### src/rtl/can_tx_scheduler.sv
// Four-mailbox CAN transmit scheduler: lowest-ID arbitration, bus-idle gated start,
// retry/abort/timeout bookkeeping per mailbox.
module can_tx_scheduler #(
    parameter int unsigned MAX_RETRANSMISSIONS = 4,
    parameter int unsigned TIMEOUT_CYCLES      = 255
) (
    input  logic        clk,
    input  logic        rst,
    input  logic [3:0]  mb_wr,
    input  logic [10:0] wr_id,
    input  logic        wr_rtr,
    input  logic [3:0]  wr_dlc,
    input  logic [7:0]  wr_data,
    input  logic [3:0]  mb_abort,
    input  logic [2:0]  bus_idle,
    input  logic        tx_ack,
    input  logic        tx_arb_lost,
    input  logic        tx_error,
    output logic        tx_start,
    output logic [10:0] tx_id,
    output logic        tx_rtr,
    output logic [3:0]  tx_dlc,
    output logic [7:0]  tx_data,
    output logic        tx_busy,
    output logic [1:0]  cur_mb,
    output logic [3:0]  mb_pending,
    output logic [3:0]  mb_done,
    output logic [3:0]  mb_failed
);

    localparam int unsigned NMB  = 4;
    localparam int unsigned IDW  = 11;
    localparam int unsigned DLCW = 4;
    localparam int unsigned DW   = 8;
    localparam int unsigned RW   = 3;
    localparam int unsigned TW   = $clog2(TIMEOUT_CYCLES + 1);

    localparam logic [1:0] S_IDLE     = 2'd0;
    localparam logic [1:0] S_SELECT   = 2'd1;
    localparam logic [1:0] S_WAIT_BUS = 2'd2;
    localparam logic [1:0] S_ACTIVE   = 2'd3;

    logic [1:0]      state_q, state_d;
    logic [IDW-1:0]  id_q    [NMB];
    logic [IDW-1:0]  id_d    [NMB];
    logic [DLCW-1:0] dlc_q   [NMB];
    logic [DLCW-1:0] dlc_d   [NMB];
    logic [DW-1:0]   data_q  [NMB];
    logic [DW-1:0]   data_d  [NMB];
    logic [RW-1:0]   retry_q [NMB];
    logic [RW-1:0]   retry_d [NMB];
    logic [NMB-1:0]  rtr_q, rtr_d, pend_q, pend_d;
    logic            abort_lat_q, abort_lat_d;
    logic [TW-1:0]   tmo_q, tmo_d;
    logic [1:0]      cur_q, cur_d;
    logic [IDW-1:0]  tx_id_q, tx_id_d;
    logic            tx_rtr_q, tx_rtr_d;
    logic [DLCW-1:0] tx_dlc_q, tx_dlc_d;
    logic [DW-1:0]   tx_data_q, tx_data_d;
    logic            tx_start_q, tx_start_d, busy_q, busy_d;
    logic [NMB-1:0]  done_q, done_d, failed_q, failed_d;

    logic [NMB-1:0]  in_flight;
    logic [NMB-1:0]  sel_cand;
    logic            sel_found;
    logic [1:0]      sel_idx;
    logic [IDW-1:0]  sel_id;
    logic            abort_now, tmo_hit, err_evt;
    logic [RW-1:0]   retry_inc;

    assign in_flight = busy_q ? (NMB'(1) << cur_q) : '0;

    // Lowest ID wins; strict compare keeps the lowest index on ties. Aborted-now mailboxes drop out.
    always_comb begin
        sel_cand  = pend_q & ~mb_abort;
        sel_found = 1'b0;
        sel_idx   = '0;
        sel_id    = '0;
        for (int i = 0; i < NMB; i++) begin
            if (sel_cand[i] && (!sel_found || id_q[i] < sel_id)) begin
                sel_found = 1'b1;
                sel_idx   = 2'(i);
                sel_id    = id_q[i];
            end
        end
    end

    always_comb begin
        state_d     = state_q;
        id_d        = id_q;
        dlc_d       = dlc_q;
        data_d      = data_q;
        retry_d     = retry_q;
        rtr_d       = rtr_q;
        pend_d      = pend_q;
        abort_lat_d = abort_lat_q;
        tmo_d       = tmo_q;
        cur_d       = cur_q;
        tx_id_d     = tx_id_q;
        tx_rtr_d    = tx_rtr_q;
        tx_dlc_d    = tx_dlc_q;
        tx_data_d   = tx_data_q;
        tx_start_d  = 1'b0;
        done_d      = '0;
        failed_d    = '0;
        abort_now   = abort_lat_q | mb_abort[cur_q];
        tmo_hit     = (tmo_q == TW'(TIMEOUT_CYCLES - 1));
        err_evt     = tx_error | (tmo_hit & ~tx_arb_lost & ~tx_ack);
        retry_inc   = retry_q[cur_q] + RW'(1);

        // Host side: abort beats load; the in-flight mailbox only latches the abort.
        for (int i = 0; i < NMB; i++) begin
            if (mb_abort[i]) begin
                if (in_flight[i]) abort_lat_d = 1'b1;
                else              pend_d[i]   = 1'b0;
            end else if (mb_wr[i] && !in_flight[i]) begin
                id_d[i]    = wr_id;
                rtr_d[i]   = wr_rtr;
                dlc_d[i]   = wr_dlc;
                data_d[i]  = wr_data;
                pend_d[i]  = 1'b1;
                retry_d[i] = '0;
            end
        end

        case (state_q)
            S_IDLE: begin
                if (|pend_q) state_d = S_SELECT;
            end
            S_SELECT: begin
                abort_lat_d = 1'b0;
                if (sel_found) begin
                    cur_d     = sel_idx;
                    tx_id_d   = id_q[sel_idx];
                    tx_rtr_d  = rtr_q[sel_idx];
                    tx_dlc_d  = dlc_q[sel_idx];
                    tx_data_d = data_q[sel_idx];
                    state_d   = S_WAIT_BUS;
                end else begin
                    state_d   = S_IDLE;
                end
            end
            S_WAIT_BUS: begin
                if (bus_idle == 3'b111) begin
                    tx_start_d = 1'b1;
                    tmo_d      = '0;
                    state_d    = S_ACTIVE;
                end
            end
            default: begin
                tmo_d = tmo_q + TW'(1);
                // Error (or timeout) outranks arbitration loss, which outranks ACK.
                if (err_evt) begin
                    if (abort_now || retry_inc == RW'(MAX_RETRANSMISSIONS)) begin
                        pend_d[cur_q]   = 1'b0;
                        failed_d[cur_q] = 1'b1;
                        retry_d[cur_q]  = '0;
                    end else begin
                        retry_d[cur_q]  = retry_inc;
                    end
                    abort_lat_d = 1'b0;
                    state_d     = S_IDLE;
                end else if (tx_arb_lost) begin
                    if (abort_now) begin
                        pend_d[cur_q]   = 1'b0;
                        failed_d[cur_q] = 1'b1;
                        retry_d[cur_q]  = '0;
                    end
                    abort_lat_d = 1'b0;
                    state_d     = S_IDLE;
                end else if (tx_ack) begin
                    pend_d[cur_q]  = 1'b0;
                    done_d[cur_q]  = 1'b1;
                    retry_d[cur_q] = '0;
                    abort_lat_d    = 1'b0;
                    state_d        = S_IDLE;
                end
            end
        endcase

        busy_d = (state_d == S_WAIT_BUS) || (state_d == S_ACTIVE);
    end

    always_ff @(posedge clk) begin
        if (rst) begin
            state_q     <= S_IDLE;
            for (int i = 0; i < NMB; i++) begin
                id_q[i]    <= '0;
                dlc_q[i]   <= '0;
                data_q[i]  <= '0;
                retry_q[i] <= '0;
            end
            rtr_q       <= '0;
            pend_q      <= '0;
            abort_lat_q <= 1'b0;
            tmo_q       <= '0;
            cur_q       <= '0;
            tx_id_q     <= '0;
            tx_rtr_q    <= 1'b0;
            tx_dlc_q    <= '0;
            tx_data_q   <= '0;
            tx_start_q  <= 1'b0;
            busy_q      <= 1'b0;
            done_q      <= '0;
            failed_q    <= '0;
        end else begin
            state_q     <= state_d;
            id_q        <= id_d;
            dlc_q       <= dlc_d;
            data_q      <= data_d;
            retry_q     <= retry_d;
            rtr_q       <= rtr_d;
            pend_q      <= pend_d;
            abort_lat_q <= abort_lat_d;
            tmo_q       <= tmo_d;
            cur_q       <= cur_d;
            tx_id_q     <= tx_id_d;
            tx_rtr_q    <= tx_rtr_d;
            tx_dlc_q    <= tx_dlc_d;
            tx_data_q   <= tx_data_d;
            tx_start_q  <= tx_start_d;
            busy_q      <= busy_d;
            done_q      <= done_d;
            failed_q    <= failed_d;
        end
    end

    assign tx_start   = tx_start_q;
    assign tx_id      = tx_id_q;
    assign tx_rtr     = tx_rtr_q;
    assign tx_dlc     = tx_dlc_q;
    assign tx_data    = tx_data_q;
    assign tx_busy    = busy_q;
    assign cur_mb     = cur_q;
    assign mb_pending = pend_q;
    assign mb_done    = done_q;
    assign mb_failed  = failed_q;

endmodule
### config.mk
export PLATFORM = sky130hd
export DESIGN_NAME = can_tx_scheduler
export DESIGN_NICKNAME = d
export VERILOG_FILES = /design/src/rtl/can_tx_scheduler.sv
export SDC_FILE = /design/constraint.sdc
export NUM_CORES = 1
export LEC_CHECK = 0
export CORE_MARGIN = 2
export CORE_UTILIZATION = 50
export CTS_BUF_LIST = sky130_fd_sc_hd__clkbuf_2
export DETAILED_ROUTE_END_ITERATION = 6
export HOLD_SLACK_MARGIN = 0.08
export PLACE_DENSITY = 0.82
export SETUP_SLACK_MARGIN = 0.05
export SYNTH_ARGS = -nofsm -noshare
export SYNTH_HDL_FRONTEND = slang
export SYNTH_SLANG_ARGS = --single-unit
### constraint.sdc
create_clock -name clk -period 12.6 [get_ports clk]
set_input_delay 2.52 -clock clk [delete_from_list [all_inputs] [get_ports clk]]
set_output_delay 2.52 -clock clk [all_outputs]
set_load 0.01 [all_outputs]
==> results of run 1 <==
==> cells by family (layout without fill, tap and decap cells) <==
kind of cell             after synthesis  in the layout
AND/OR/NAND/NOR                      430            430
multiplexers                          30             30
AO/OA/AOI/OAI                        249            249
other                                  0              1
buffers and inverters                 65            124
adder cells (fa/ha/maj)               34             34
flip-flops                           159            159
==> per-layer routing <==
layer	global-route usage, %	wire, um	up-vias
li1	-	-	3499
met1	32.31	8779	3467
met2	43.91	10070	297
met3	6.386	1600	57
met4	9.308	519	0
met5	0	0	-
==> layout by cell type, fill, tap and decap left out, drive strengths merged, types with 18 or more instances in the layout <==
master           n
clkbuf          18
mux2            26
clkdlybuf4s50   78
nand2          248
ha              34
nor3            39
dfxtp          159
a21oi          131
nor2            83
a211oi          27
==> synthesized netlist by cell type (3+ instances only) <==
cell type,count,area (sq um)
nor2b_1,6,37.54
nor4_1,14,87.58
a211oi_1,20,150.1
or2_2,5,31.28
a21o_1,14,105.1
a21oi_1,131,655.6
nor3_1,38,190.2
nand4_1,5,31.28
a311o_1,12,120.1
inv_1,3,11.26
buf_1,5,18.77
a31oi_1,4,25.02
a21boi_0,10,75.07
dfxtp_1,159,3183
nand2b_1,8,50.05
o21a_1,3,22.52
o21ai_0,13,65.06
a2111oi_0,5,43.79
nand3_1,8,40.04
ha_1,34,425.4
mux2_2,26,292.8
a211oi_2,7,87.58
a22oi_1,10,75.07
and2_1,3,18.77
a311oi_1,3,26.28
buf_2,6,30.03
or3_1,3,18.77
mux4_2,4,90.09
clkbuf_1,49,183.9
nor2_1,83,311.6
nand2_1,248,930.9
==> power by group <==
group / leakage [nW] / internal [mW] / total (mW) / switching, mW
logic: 1.71 / 0.0678 / 0.163 / 0.0948
registers: 1.29 / 0.525 / 0.544 / 0.0188
clock network: 0.150 / 0.112 / 0.301 / 0.189
total: 3.15 / 0.705 / 1.01 / 0.302
==> tightest hold or removal path, delay by kind of cell, from the launching register on <==
family	cells	cell delay, ns
AOI/OAI and AO/OA	1	0.05
DFF	1	0.36
and+or+nand+nor	1	0.05
==> flip-flops by register name, indices dropped and copies added (netlist names) <==
name	flops
abort_lat_q	1
cur_mb	2
data_q	32
dlc_q	16
id_q	44
mb_done	4
mb_failed	4
mb_pending	4
retry_q	12
rtr_q	4
state_q	2
tmo_q	8
tx_busy	1
tx_data	8
tx_dlc	4
tx_id	11
tx_rtr	1
tx_start	1
==> final cells by class <==
class	instances	area [sq um]
sequential	159	3183
antenna	1	2.502
clock inverter	14	165.2
multi-input combinational	743	4298
timing repair buffer	89	863.3
clock buffer	18	90.09
inverter	3	11.26
tap	188	235.2
fill	1368	6297
==> final timing paths <==
path / start / to / slack, ns / cells after the start
worst max-delay path: mb_abort[0] / tx_dlc[3] / 1.97 / 29
worst min-delay path: data_q[14] / data_q[14] / 0.47 / 2
worst max register to register: mb_pending[0] / tx_dlc[3] / 3.80 / 28
worst min register to register: data_q[14] / data_q[14] / 0.47 / 2
==> stage by stage <==
step                setup WS [ns]  power, mW  hold WS (ns)  instances  util [%]
global route                1.309      1.048        0.4885       1215     58.42
floorplan                   3.477     0.6510        0.4329        967         -
finish                      1.972      1.007        0.4699       1215     58.42
CTS                         2.074      1.007        0.4691       1214     58.41
detailed placement          1.351     0.7138        0.4447       1182     56.72
global placement            1.639     0.7106        0.4390       1182     56.72
==> results.json, run 1 <==
{
  "status": "completed",
  "area_delta_synth_final_pct": 14.84,
  "vias": 7320,
  "seq_area_frac_synth_pct": 41.31,
  "ctsResizeCount": 0,
  "synth_compound_area_share_pct": 21.09,
  "grt-ovfl-total": 0,
  "grt_use_total_pct": 25.99,
  "drc_errors": 0,
  "grt_pass1_vias": 6938,
  "hold_viol": 0,
  "drv_slew": 0,
  "synth_fp_nets": 1041,
  "drt-initial-drc-count": 841,
  "cts_buffers": 17,
  "hold_class": "register to register",
  "clockBufferDepth": 2,
  "start_kind": "primary input",
  "worstPathMaxFanout": 29,
  "ys_ff_latch": 159,
  "crit_required_ns": 13.27,
  "crit_buf_inv": 3,
  "synth_fa_ha_area_share_pct": 5.521,
  "ant_nets": 0,
  "arrival_ns": 11.30,
  "gp_congestion": 0.9391,
  "power_density_nw_per_um2": 113.9,
  "syn_inst": 967,
  "syn_area_per_cell_sq_um": 7.968,
  "clk_pin_slew_worst_paths_ns": 0.23,
  "core_sq_um": 15150,
  "min_period_ns": 10.63,
  "die_w_um": 128.1,
  "placed_area_sq_um": 8591,
  "synth_edf_count": 0,
  "leakage_nw": 3.151,
  "rsz0062_at_grt": "no",
  "ys_types": 54,
  "antenna_found_initial": 1,
  "die_area_sq_um": 16420,
  "synthSimpleGateAreaFrac_pct": 23.69,
  "endpoint_kind": "register",
  "tightest_slew_ns": 1.093,
  "cts_tree": "yes",
  "stdcell_area_sq_um": 8848,
  "fin_crit_sh_pct": 84.35,
  "rows": 45,
  "postCtsHoldBufs": 0,
  "max_freq_mhz": 94.10,
  "post_cts_buffers": 0,
  "clock_skew_ns": 0.02335,
  "synth_top_family_by_area": "simple AND/OR/NAND/NOR gates",
  "insertion_delay_ns": 0.77,
  "start_util_pct": 50.87,
  "viasPerCell": 6.025,
  "ir_worst_vdd_uv": 103.4,
  "crit_type": "primary input to register",
  "grt_max_degree": 108,
  "root_buffer": "clkbuf_2",
  "drtPass1Iterations": 6,
  "ys_warn_count": 0,
  "clock-sinks": 159,
  "synth-main-ff-cell": "dfxtp_1",
  "dpl.hpwl_mm": 13.85,
  "cts_htree_levels": 4,
  "critPathTopFamily": "simple AND/OR/NAND/NOR gates",
  "fin_nets": 1087,
  "die_y_um": 128.1,
  "synth_area_sq_um": 7705,
  "drv_cap": 0,
  "io_pins": 80,
  "setup_viol": 0,
  "cpPeakStageDelay_ns": 0.74,
  "synthArstFlopShare_pct": 0,
  "relSlewSlack_pct": 27.12,
  "synth_xor_area_share_pct": 0,
  "grt_pass1_wl_mm": 34.10,
  "crit_slowest_cell": "nor2b_1",
  "wl_per_cell_um": 17.26,
  "tns_ns": 0,
  "wl_mm": 20.97,
  "synth.mux.area_fraction_pct": 4.969,
  "place.port_buffers": 79,
  "drive_gt1_share_pct": 9.259
}
Power figures use the tool's default switching activity.
==> inputs of run 2 (changes only) <==
--- a/config.mk
+++ b/config.mk
@@ -10,7 +10,7 @@
 export CTS_BUF_LIST = sky130_fd_sc_hd__clkbuf_2
 export DETAILED_ROUTE_END_ITERATION = 6
 export HOLD_SLACK_MARGIN = 0.08
-export PLACE_DENSITY = 0.82
+export PLACE_DENSITY = 0.84
 export SETUP_SLACK_MARGIN = 0.05
 export SYNTH_ARGS = -nofsm -noshare
 export SYNTH_HDL_FRONTEND = slang
==> constraint.sdc (replaced) <==
create_clock -name clk -period 8.9 [get_ports clk]
set_input_delay 1.78 -clock clk [delete_from_list [all_inputs] [get_ports clk]]
set_output_delay 1.78 -clock clk [all_outputs]
set_load 0.01 [all_outputs]
==> run 2 against run 1 <==
Compared with the run above:
- sequential share of layout area decreased by 0.62 points
- routed wire length increased by 2.3%
- highest routed layer unchanged
- cell count increased by 2.3%
- clock skew decreased by 0.00067 ns
- clock power increased by 18%
- worst hold slack got worse by 0.0018 ns
- combinational power increased by 50%
- non-clock buffer count increased by 28
- critical path type unchanged
- via count increased by 1.4%
- power increased by 36%
==> results.json, run 2 (synthesis gave the netlist of run 1 again) <==
{
  "r2r-start": "mb_pending[0]",
  "clock-sinks": 159,
  "clockBufferDepth": 2,
  "reg2reg_depth": 30,
  "rsz0062_at_grt": "no",
  "die_y_um": 128.1,
  "tns_ns": 0,
  "top_register": "id_q",
  "fin_crit_sh_pct": 93.74,
  "drv_slew": 0,
  "reg2reg_to": "tx_data[5]",
  "clockPowerShare_pct": 25.8,
  "leakage_nw": 3.258,
  "tightest_slew_ns": 0.9174,
  "switchingPower_uw": 414.2,
  "critPathMostFrequentCell": "buf_4",
  "start_kind": "primary input",
  "postCtsHoldBufs": 0,
  "hold_class": "register to register",
  "ctsResizeCount": 0,
  "setup_viol": 0,
  "largestRegisters": "id_q (44), data_q (32), dlc_q (16)",
  "vias": 7425,
  "min_from": "data_q[13]",
  "largest_register_ffs": 44,
  "relSlewSlack_pct": 38.64,
  "p_sw_share_pct": 30.26,
  "drc_errors": 0,
  "r2r_setup_slack_ns": 1.53,
  "power_density_nw_per_um2": 152.0,
  "cell_internal_pwr_uw": 954.7,
  "antenna_found_initial": 1,
  "drt-initial-drc-count": 722,
  "power_frac_comb_pct": 17.9,
  "drtPass1Iterations": 7,
  "place.port_buffers": 79,
  "ir_worst_vdd_uv": 96.31,
  "cts_tree": "yes",
  "wl_mm": 21.45,
  "die_w_um": 128.1,
  "mostFrequentLayoutCells": "nand2_1, dfxtp_1, a21oi_1",
  "die_area_sq_um": 16420,
  "fin_nets": 1115,
  "power_mw": 1.369,
  "min_period_ns": 8.343,
  "grt_pass1_vias": 7168,
  "drive_gt1_share_pct": 11.57,
  "crit_required_ns": 9.56,
  "ant_nets": 0,
  "worstHoldEndpoint": "data_q[13]",
  "drv_cap": 0,
  "start_util_pct": 50.87,
  "grt_use_total_pct": 26.85,
  "dpl.hpwl_mm": 14.33,
  "core_sq_um": 15150,
  "placed_cells": 1210,
  "grt_max_degree": 82,
  "clock_skew_ns": 0.02268,
  "final_common_cell": "nand2_1",
  "crit_slowest_cell": "nor3_4",
  "wl_per_cell_um": 17.26,
  "whs_ns": 0.4680,
  "cpPeakStageDelay_ns": 0.80,
  "post_cts_buffers": 0,
  "root_buffer": "clkbuf_2",
  "grt-ovfl-total": 0,
  "hold_viol": 0,
  "pre_cts_ws_ns": -0.01248,
  "power_frac_seq_pct": 56.3,
  "stdcell_count": 1243,
  "status": "completed",
  "insertion_delay_ns": 0.74,
  "crit_type": "primary input to register",
  "endpoint_kind": "register",
  "rows": 45,
  "max_freq_mhz": 119.9,
  "cts_htree_levels": 4,
  "viasPerCell": 5.973,
  "grt_pass1_wl_mm": 35.21,
  "whs_path_depth": 2,
  "clk_pin_slew_worst_paths_ns": 0.22,
  "io_pins": 80,
  "worstPathMaxFanout": 22,
  "gp_congestion": 0.9545,
  "area_delta_synth_final_pct": 16.86,
  "cts_buffers": 17,
  "arrival_ns": 9.00,
  "layout_setup_ws_ns": 0.5569
}
## run 2: per-stage QoR
| step | instance area, sq um | util [%] |
|---|---|---|
| global placement | 8801 | 58.11 |
| floorplan | 7705 | - |
| detailed placement | 8801 | 58.11 |
| finish | 9004 | 59.45 |
| CTS | 9001 | 59.43 |
| global route | 9004 | 59.45 |
## run 2: power groups by stage
stage,Clock [mW],Sequential [mW],Combinational (mW)
final,0.354,0.770,0.245
after global routing,0.389,0.775,0.269
after CTS,0.359,0.769,0.243
after detailed placement,0,0.783,0.242
after global placement,0,0.783,0.236
after floorplan,0,0.778,0.144
## run 2: routing by layer
metal / routed length [um] / GRT usage (%)
met5: 0 / 0
met4: 660 / 13.25
met3: 1410 / 4.591
met2: 10440 / 45.01
met1: 8940 / 33.48
## run 2: how the worst max path moves through the flow
stage	start	end	slack [ns]	depth (start not counted)
2_1_floorplan	mb_abort[0]	cur_mb[1]	0.52	31
4_1_cts	mb_abort[0]	tx_data[5]	0.73	31
5_1_grt	mb_abort[0]	tx_data[5]	0.06	31
3_5_place_dp	mb_abort[0]	tx_data[5]	-0.01	31
6_report	mb_abort[0]	tx_data[5]	0.56	31
3_3_place_gp	mb_abort[0]	tx_data[5]	0.25	31
## run 2: critical path: cells and delay by family
family	cells	cell delay, ns
AOI/OAI and AO/OA	14	2.83
and+or+nand+nor	8	1.94
buffers and inverters	6	1.54
adders and majority gates	3	0.94
## run 2: area by class of cell
class | instances | area (sq um)
Fill cell | 1338 | 6142
Tap cell | 188 | 235.2
Clock inverter | 10 | 90.09
Clock buffer | 22 | 110.1
Multi-Input combinational cell | 743 | 4298
Antenna cell | 1 | 2.502
Inverter | 3 | 11.26
Sequential cell | 159 | 3183
Timing Repair Buffer | 117 | 1074
==> inputs of run 3 (changes only) <==
--- a/config.mk
+++ b/config.mk
@@ -9,7 +9,6 @@
 export CORE_UTILIZATION = 50
 export CTS_BUF_LIST = sky130_fd_sc_hd__clkbuf_2
 export DETAILED_ROUTE_END_ITERATION = 6
-export HOLD_SLACK_MARGIN = 0.08
 export PLACE_DENSITY = 0.84
 export SETUP_SLACK_MARGIN = 0.05
 export SYNTH_ARGS = -nofsm -noshare
==> results of run 3 <==
The final DEF is identical to that of run 2; final timing and power are the same.
